`src/rtl/kuz_stream_ctrl_pkg.sv`:
```
// Shared widths, default latency and controller FSM state encoding for the
// Kuznechik stream controller slice.
package kuz_ctrl_pkg;

   localparam int unsigned BLOCK_W         = 128;
   localparam int unsigned KEY_W           = 256;
   localparam int unsigned DEFAULT_LATENCY = 128;

   typedef enum logic [1:0] {
      NOKEY = 2'd0,
      RUN   = 2'd1,
      DRAIN = 2'd2,
      LOAD  = 2'd3
   } state_e;

endpackage

```
`src/rtl/kuz_stream_ctrl_if.sv`:
```
// Key, plaintext and ciphertext handshakes of the stream controller.
// master = traffic source/sink side, slave = controller side.
interface kuz_stream_ctrl_if;
   import kuz_ctrl_pkg::*;

   logic               key_valid;
   logic               key_ready;
   logic [KEY_W-1:0]   key_in;
   logic               in_valid;
   logic               in_ready;
   logic [BLOCK_W-1:0] in_block;
   logic               out_valid;
   logic               out_ready;
   logic [BLOCK_W-1:0] out_block;

   modport master (
      output key_valid, key_in, in_valid, in_block, out_ready,
      input  key_ready, in_ready, out_valid, out_block
   );

   modport slave (
      input  key_valid, key_in, in_valid, in_block, out_ready,
      output key_ready, in_ready, out_valid, out_block
   );

endinterface

```
`src/rtl/kuz_stream_ctrl_out_fifo.sv`:
```
// Synchronous output FIFO for ciphertext blocks; FIFO_DEPTH must be a power of two.
// Reads while empty present zero so the output bus is quiet after reset.
module kuz_out_fifo
   import kuz_ctrl_pkg::*;
#(
   parameter int unsigned FIFO_DEPTH = 4
) (
   input  logic                          clk,
   input  logic                          rst,
   input  logic                          push_i,
   input  logic [BLOCK_W-1:0]            din_i,
   input  logic                          pop_i,
   output logic [BLOCK_W-1:0]            dout_o,
   output logic [$clog2(FIFO_DEPTH):0]   count_o,
   output logic                          empty_o
);
   localparam int unsigned AW = $clog2(FIFO_DEPTH);
   localparam int unsigned CW = AW + 1;

   logic [BLOCK_W-1:0] mem_q [FIFO_DEPTH];
   logic [AW-1:0]      wr_q, rd_q;
   logic [CW-1:0]      count_q, count_d;
   logic               do_pop, full;

   assign empty_o = (count_q == '0);
   assign full    = (count_q == CW'(FIFO_DEPTH));
   assign do_pop  = pop_i & ~empty_o;
   assign count_o = count_q;
   assign dout_o  = empty_o ? '0 : mem_q[rd_q];

   always_comb begin
      count_d = count_q;
      case ({push_i, do_pop})
         2'b10:   count_d = count_q + CW'(1);
         2'b01:   count_d = count_q - CW'(1);
         default: count_d = count_q;
      endcase
   end

   always_ff @(posedge clk or posedge rst) begin
      if (rst) begin
         wr_q    <= '0;
         rd_q    <= '0;
         count_q <= '0;
      end else begin
         if (push_i) wr_q <= wr_q + AW'(1);
         if (do_pop) rd_q <= rd_q + AW'(1);
         count_q <= count_d;
      end
   end

   always_ff @(posedge clk) begin
      if (push_i) mem_q[wr_q] <= din_i;
   end

   // The upstream credit rule makes overflow unreachable; catch it if broken.
   a_no_overflow: assert property (@(posedge clk) disable iff (rst) !(push_i && full));

endmodule

```
`src/rtl/kuz_stream_ctrl.sv`:
```
// Kuznechik stream controller: key-load FSM, credit-limited admission, fixed-latency
// valid tag pipe and output FIFO. Define KUZ_STREAM_CTRL_STATS_EN to add blk_count.
module kuz_stream_ctrl
   import kuz_ctrl_pkg::*;
#(
   parameter int unsigned LATENCY    = DEFAULT_LATENCY,
   parameter int unsigned FIFO_DEPTH = 4
) (
   input  logic               clk,
   input  logic               rst,
   kuz_stream_ctrl_if.slave   bus,
   output logic [BLOCK_W-1:0] enc_block,
   output logic [KEY_W-1:0]   enc_key,
   input  logic [BLOCK_W-1:0] enc_encoded,
   output logic               busy
`ifdef KUZ_STREAM_CTRL_STATS_EN
   ,
   output logic [31:0]        blk_count
`endif
);
   localparam int unsigned IW = $clog2(LATENCY + 1);
   localparam int unsigned CW = $clog2(FIFO_DEPTH) + 1;

   state_e             state_q, state_d;
   logic [KEY_W-1:0]   pend_key_q, enc_key_q;
   logic [BLOCK_W-1:0] enc_block_q;
   logic               enc_vld_q;
   logic [LATENCY-1:0] tag_q;
   logic [IW-1:0]      inflight_q, inflight_d;
   logic [CW-1:0]      fifo_count;
   logic               fifo_empty;
   logic               key_ready, in_ready, credit_ok;
   logic               key_fire, in_fire, out_fire, tag_exit;

   // Credits cover both in-flight and buffered blocks, so a push never finds the FIFO full.
   assign credit_ok = (32'(inflight_q) + 32'(fifo_count)) < FIFO_DEPTH;
   assign key_fire  = bus.key_valid & key_ready;
   assign in_fire   = bus.in_valid & in_ready;
   assign out_fire  = ~fifo_empty & bus.out_ready;
   assign tag_exit  = tag_q[LATENCY-1];

   always_comb begin
      state_d   = state_q;
      key_ready = 1'b0;
      in_ready  = 1'b0;
      case (state_q)
         NOKEY: begin
            key_ready = 1'b1;
            if (bus.key_valid) state_d = LOAD;
         end
         RUN: begin
            key_ready = 1'b1;
            in_ready  = credit_ok;
            if (bus.key_valid) state_d = DRAIN;
         end
         DRAIN: begin
            if (inflight_q == '0) state_d = LOAD;
         end
         LOAD: begin
            state_d = RUN;
         end
         default: state_d = NOKEY;
      endcase
   end

   always_comb begin
      inflight_d = inflight_q;
      if (in_fire && !tag_exit)      inflight_d = inflight_q + IW'(1);
      else if (!in_fire && tag_exit) inflight_d = inflight_q - IW'(1);
   end

   // enc_vld_q rides alongside enc_block; the LATENCY-deep tag pipe then lines up with enc_encoded.
   always_ff @(posedge clk or posedge rst) begin
      if (rst) begin
         state_q     <= NOKEY;
         pend_key_q  <= '0;
         enc_key_q   <= '0;
         enc_block_q <= '0;
         enc_vld_q   <= 1'b0;
         tag_q       <= '0;
         inflight_q  <= '0;
      end else begin
         state_q    <= state_d;
         inflight_q <= inflight_d;
         enc_vld_q  <= in_fire;
         tag_q      <= (tag_q << 1) | LATENCY'(enc_vld_q);
         if (key_fire)        pend_key_q  <= bus.key_in;
         if (state_q == LOAD) enc_key_q   <= pend_key_q;
         if (in_fire)         enc_block_q <= bus.in_block;
      end
   end

   kuz_out_fifo #(.FIFO_DEPTH(FIFO_DEPTH)) u_out_fifo (
      .clk     (clk),
      .rst     (rst),
      .push_i  (tag_exit),
      .din_i   (enc_encoded),
      .pop_i   (out_fire),
      .dout_o  (bus.out_block),
      .count_o (fifo_count),
      .empty_o (fifo_empty)
   );

   assign bus.key_ready = key_ready;
   assign bus.in_ready  = in_ready;
   assign bus.out_valid = ~fifo_empty;
   assign enc_block     = enc_block_q;
   assign enc_key       = enc_key_q;
   assign busy          = (inflight_q != '0) || (fifo_count != '0);

`ifdef KUZ_STREAM_CTRL_STATS_EN
   logic [31:0] blk_count_q;

   always_ff @(posedge clk or posedge rst) begin
      if (rst)           blk_count_q <= '0;
      else if (out_fire) blk_count_q <= blk_count_q + 32'd1;
   end

   assign blk_count = blk_count_q;
`endif

endmodule
```
`src/flat_wrapper.sv`:
```
// flat-port wrapper written by rule: the top's interface ports become plain ports
module kuz_stream_ctrl_flat import kuz_ctrl_pkg::*;
#(
   parameter int unsigned LATENCY    = DEFAULT_LATENCY,
   parameter int unsigned FIFO_DEPTH = 4
)
  (clk, rst, enc_block, enc_key, enc_encoded, busy, bus_key_valid, bus_key_in, bus_in_valid, bus_in_block, bus_out_ready, bus_key_ready, bus_in_ready, bus_out_valid, bus_out_block);
  kuz_stream_ctrl_if bus_i ();
  input  logic clk;
  input  logic rst;
  output logic [BLOCK_W-1:0] enc_block;
  output logic [KEY_W-1:0] enc_key;
  input  logic [BLOCK_W-1:0] enc_encoded;
  output logic busy;
  input wire logic [$bits(bus_i.key_valid)-1:0] bus_key_valid;
  input wire logic [$bits(bus_i.key_in)-1:0] bus_key_in;
  input wire logic [$bits(bus_i.in_valid)-1:0] bus_in_valid;
  input wire logic [$bits(bus_i.in_block)-1:0] bus_in_block;
  input wire logic [$bits(bus_i.out_ready)-1:0] bus_out_ready;
  output wire logic [$bits(bus_i.key_ready)-1:0] bus_key_ready;
  output wire logic [$bits(bus_i.in_ready)-1:0] bus_in_ready;
  output wire logic [$bits(bus_i.out_valid)-1:0] bus_out_valid;
  output wire logic [$bits(bus_i.out_block)-1:0] bus_out_block;
  assign bus_i.key_valid = bus_key_valid;
  assign bus_i.key_in = bus_key_in;
  assign bus_i.in_valid = bus_in_valid;
  assign bus_i.in_block = bus_in_block;
  assign bus_i.out_ready = bus_out_ready;
  assign bus_key_ready = bus_i.key_ready;
  assign bus_in_ready = bus_i.in_ready;
  assign bus_out_valid = bus_i.out_valid;
  assign bus_out_block = bus_i.out_block;
  kuz_stream_ctrl #(.LATENCY(LATENCY), .FIFO_DEPTH(FIFO_DEPTH)) u_core (.clk(clk), .rst(rst), .bus(bus_i), .enc_block(enc_block), .enc_key(enc_key), .enc_encoded(enc_encoded), .busy(busy));
endmodule
```
`config.mk`:
```
export PLATFORM = sky130hd
export DESIGN_NAME = kuz_stream_ctrl_flat
export DESIGN_NICKNAME = d
export VERILOG_FILES = /design/src/rtl/kuz_stream_ctrl_pkg.sv /design/src/rtl/kuz_stream_ctrl_if.sv /design/src/rtl/kuz_stream_ctrl_out_fifo.sv /design/src/rtl/kuz_stream_ctrl.sv /design/src/flat_wrapper.sv
export SDC_FILE = /design/constraint.sdc
export NUM_CORES = 2
export LEC_CHECK = 0
export ABC_AREA = 1
export CORE_AREA = 3 3 402 404
export CTS_BUF_LIST = sky130_fd_sc_hd__clkbuf_16
export CTS_CLUSTER_DIAMETER = 200
export DETAILED_ROUTE_END_ITERATION = 16
export DIE_AREA = 0 0 405 407
export GPL_TIMING_DRIVEN = 0
export PLACE_DENSITY = 0.54
export SYNTH_ARGS = -nofsm -noshare
export SYNTH_HDL_FRONTEND = slang
export SYNTH_HIERARCHICAL = 1
export SYNTH_SLANG_ARGS = --single-unit
```
`constraint.sdc`:
```
create_clock -name clk -period 31.9 [get_ports clk]
set_input_delay 6.38 -clock clk [delete_from_list [all_inputs] [get_ports clk]]
set_output_delay 6.38 -clock clk [all_outputs]
set_load 0.02 [all_outputs]
```
==> metrics list <==
* Final count of negative-setup-slack endpoints: 0
- Global routing consumed, on the met1 layer, 25.90% of the routing resources.
- Global routing finished with a remaining overflow of 0.
- Avg Inst Size Synth: 10.39 sq um
* Source-to-sink clock delay at the later pin of the worst-skew pair: 0.76 ns
* Number of I/O port buffers: 1032
- Setup repair after global routing missed its margin: no
- Arrival @ worst endpoint: 3.30 ns
- The max-slew violation count was 0.
- In the final layout, the share of cells above drive strength 1 is 6.530%.
- Num ports: around 1000
- Largest area contributor in the netlist: sky130_fd_sc_hd__dfrtp_1
- The top cell type by area accounts for between 30% and 40% of the synthesized area.
- Tot Pwr: 0.006201 W
- Element type at the critical path end: primary output
* Final Hold Vio Count: 0
- Post-Synth Simple-Gate Area: 14.84%
- Worst setup skew after layout: 0.04472 ns
- Maximum frequency from static timing analysis: about 0.10 GHz
* HPWL after DPL: 140.6 mm
* Cts hold-fix bufs: 0
* Worst-case vdd ir drop: 0.07827 mV
* Critical path type: flip-flop to primary output
* Number of buffers on the longest clock path: 3
* Clock-pin slew on the worst setup and hold paths: 0.05 ns
- Initial antenna violation count: 76
- Sequential elements use 70.20% of the synthesized area.
* Static leakage: 31.02 nW
- Pre-Repair DR Iteration Count: 6
- Primary FF master, synth: sky130_fd_sc_hd__dfrtp_1
- Adder-Cell Fraction of Synth Area: less than 1%
- Maximum net fanout on the critical path: 10
- Dividing the detail-routed wire length by the instance count gives approximately 23 um.
- XOR/XNOR Fraction of Synth Area: 0.08773%
- Most frequent cells after synthesis: sky130_fd_sc_hd__nand2_1, sky130_fd_sc_hd__dfrtp_1, sky130_fd_sc_hd__inv_1, sky130_fd_sc_hd__edfxtp_1, sky130_fd_sc_hd__o21ai_0
* Setup Slack @ Placement: 21.50 ns
* Max cap viols: 0
- Placeable core area: 0.1582 sq mm
- Critical path launch point type: flip-flop
* Share of the synthesized area in compound gates (AO/OA/AOI/OAI): under 10%
* Area contributors post-synth: sky130_fd_sc_hd__dfrtp_1, sky130_fd_sc_hd__edfxtp_1, sky130_fd_sc_hd__nand2_1
* Combinational family with the most area after synthesis: simple AND/OR/NAND/NOR gates
- The first global-routing pass estimated 264.9 mm of wire.
* Number of H-tree branching levels: 4
* Antenna Violating Nets Remaining: 0
* Highest-utilization routing layer at the global route stage: met2
* Total of flip-flops plus latches after synthesis: 1298
- The die covers 0.1648 sq mm.
* Result of the run: complete, no violations
- 1st-iter DRT viols: 2996
* Final worst slack: 22.22 ns
- For met2 alone, demand over resource in global routing was 36.19%.
- Row generation in the floorplan step produced between 100 and 150 rows.
* Warning count from the yosys run: 6
- In the final timing run, aggregate negative setup slack is 0 ns.
- The congestion estimate from routability-driven global placement came to around 0.94.
- Counting the buffers created by CTS gives 148.
- Path type of the worst min-delay path: flip-flop to flip-flop
- Total track usage: 22.19%
- The tree is rooted in a sky130_fd_sc_hd__clkbuf_16.
* Placement-stage cell area: 0.06315 sq mm
* Synthesized cell area: 0.04992 sq mm
- Syn-to-layout area delta: 35.97%
- Multiplexer share of the synthesized area: 0%
- The detailed router placed between 30000 and 40000 vias in this run.
- Dividing total power by cell area gives a power density of 91.36 mW/mm^2.
- In the synthesized netlist, the number of instances is 4806.
- Post-Syn Nets: 5339
- Post-cts gate resize count: 0
* Vias in the first global route: 36970
- Distinct cell type count of the synthesized netlist: 25
- Die width: 405 um
* Worst-Margin Slew: approximately 0.95 ns
* Largest net degree at the start of global routing: 126
- Post-CTS timing repair inserted 0 buffers for setup.
- Slew margin rel.: 36.50%
- In the global route stage, met3 resource usage came out at slightly below 8%.
* Aggregate routed wire length: 187.7 mm
- Starting Density: 31.55%
* Fraction of synthesis flops using an asynchronous set or reset pin: 60.55%
- Measured along the y axis, the die boundary spans between 400 and 500 um.
* TritonCTS clock tree: built
- Dominant cell by count in the synthesized netlist: sky130_fd_sc_hd__nand2_1
- CTS sink count: 1298
* Total non-filler cell area in the finished layout: 0.06787 sq mm
- The final layout contains 6531 nets.
* Required time of the critical path: around 26 ns
* Final routed DRC violation total: 0
- After detailed routing, the number of vias per cell comes to around 4.5.
- After layout, the worst path uses 30.36% of the clock period.
- The smallest clock period supported by the final layout is computed as between 9 and 10 ns.
* Number of enable-type register cells in the synthesized netlist: 512
## final timing paths
| check | startpoint | end | slack (ns) | cells past startpoint |
|---|---|---|---|---|
| worst max-delay path | u_core/u_out_fifo/rd_q[1]$_DFFE_PP0P_ | bus_out_block[126] | 22.22 | 6 |
| worst min-delay path | u_core/tag_q[54]$_DFF_PP0_ | u_core/tag_q[55]$_DFF_PP0_ | 0.33 | 0 |
| worst max register to register | u_core/u_out_fifo/count_o[2]$_DFFE_PP0P_ | u_core/inflight_q[3]$_DFFE_PP0P_ | 28.35 | 15 |
| worst min register to register | u_core/tag_q[54]$_DFF_PP0_ | u_core/tag_q[55]$_DFF_PP0_ | 0.33 | 0 |
| max in group asynchronous | rst | u_core/enc_block[8]$_DFFE_PP0P_ | 22.45 | 7 |
| min in group asynchronous | rst | u_core/u_out_fifo/rd_q[0]$_DFFE_PP0P_ | 6.12 | 2 |
## registers in the layout, indices dropped and copies added (netlist names)
signal / cells
u_core/u_out_fifo/rd_q: 2
u_core/u_out_fifo/wr_q: 2
u_core/enc_vld_q: 1
u_core/u_out_fifo/mem_q: 512
u_core/inflight_q: 8
u_core/pend_key_q: 256
u_core/tag_q: 128
u_core/state_q: 2
u_core/u_out_fifo/count_o: 3
u_core/enc_key: 256
u_core/enc_block: 128
## placed cells by master (no fill, tap or decap), drive strengths merged
| cell type | instances |
|---|---|
| a21oi | 134 |
| and3 | 1 |
| buf | 192 |
| bufinv | 7 |
| clkbuf | 210 |
| clkdlybuf4s50 | 1032 |
| clkinv | 56 |
| clkinvlp | 2 |
| dfrtp | 786 |
| diode | 33 |
| edfxtp | 512 |
| fa | 2 |
| ha | 14 |
| inv | 826 |
| nand2 | 1584 |
| nand3 | 271 |
| nand3b | 1 |
| nand4 | 3 |
| nor2 | 11 |
| nor3 | 1 |
| nor4 | 1 |
| o21ai | 456 |
| or2 | 3 |
| xnor2 | 4 |
| xor2 | 1 |
## worst max-delay path: stages, from the launching register on
cell	delay, ns
sky130_fd_sc_hd__dfrtp_1	0.31
sky130_fd_sc_hd__buf_2	0.21
sky130_fd_sc_hd__buf_2	0.39
sky130_fd_sc_hd__buf_2	0.39
sky130_fd_sc_hd__nand3_1	0.12
sky130_fd_sc_hd__a21oi_1	0.25
sky130_fd_sc_hd__clkdlybuf4s50_1	0.88
## cell families after synthesis
logic type      count (synthesis)
simple gates                 1876
flops                        1298
buf+inv                      1021
compound gates                590
fa+ha+maj                      16
xor+xnor                        5
## metrics by stage
stage / utilization [%] / hold slack, ns / instances
6_report: 42.90 / 0.3274 / 8215
5_1_grt: 42.86 / 0.3482 / 8188
4_1_cts: 42.85 / 0.3363 / 8182
3_5_place_dp: 39.92 / 0.3347 / 7920
3_3_place_gp: 39.72 / 0.3346 / 7910
2_1_floorplan: - / 0.3312 / 4806
## report_power, final
| part | internal (W) | leakage (nW) | switching, W | total, W |
|---|---|---|---|---|
| Clock | 0.000916 | 2.40 | 0.000705 | 0.00162 |
| Sequential | 0.00204 | 14.8 | 0.000139 | 0.00218 |
| Combinational | 0.000846 | 13.8 | 0.00155 | 0.00240 |
| Total | 0.00381 | 31.0 | 0.00239 | 0.00620 |
## final cells by class
type / instances / area (sq um)
fill: 15160 / 90320
sequential: 1298 / 35040
multi-input combinational: 2487 / 10660
timing repair buffer: 1042 / 10610
clock buffer: 150 / 3754
inverter: 779 / 2962
tap: 2072 / 2592
buffer: 242 / 1292
clock inverter: 112 / 884.6
antenna: 33 / 82.58
## routing by layer
layer,wire [um],vias up
met1,72470,18060
met4,10460,76
met5,544,-
met3,16140,422
met2,88130,1258
li1,-,17480
(Power assumes the default switching activity.)
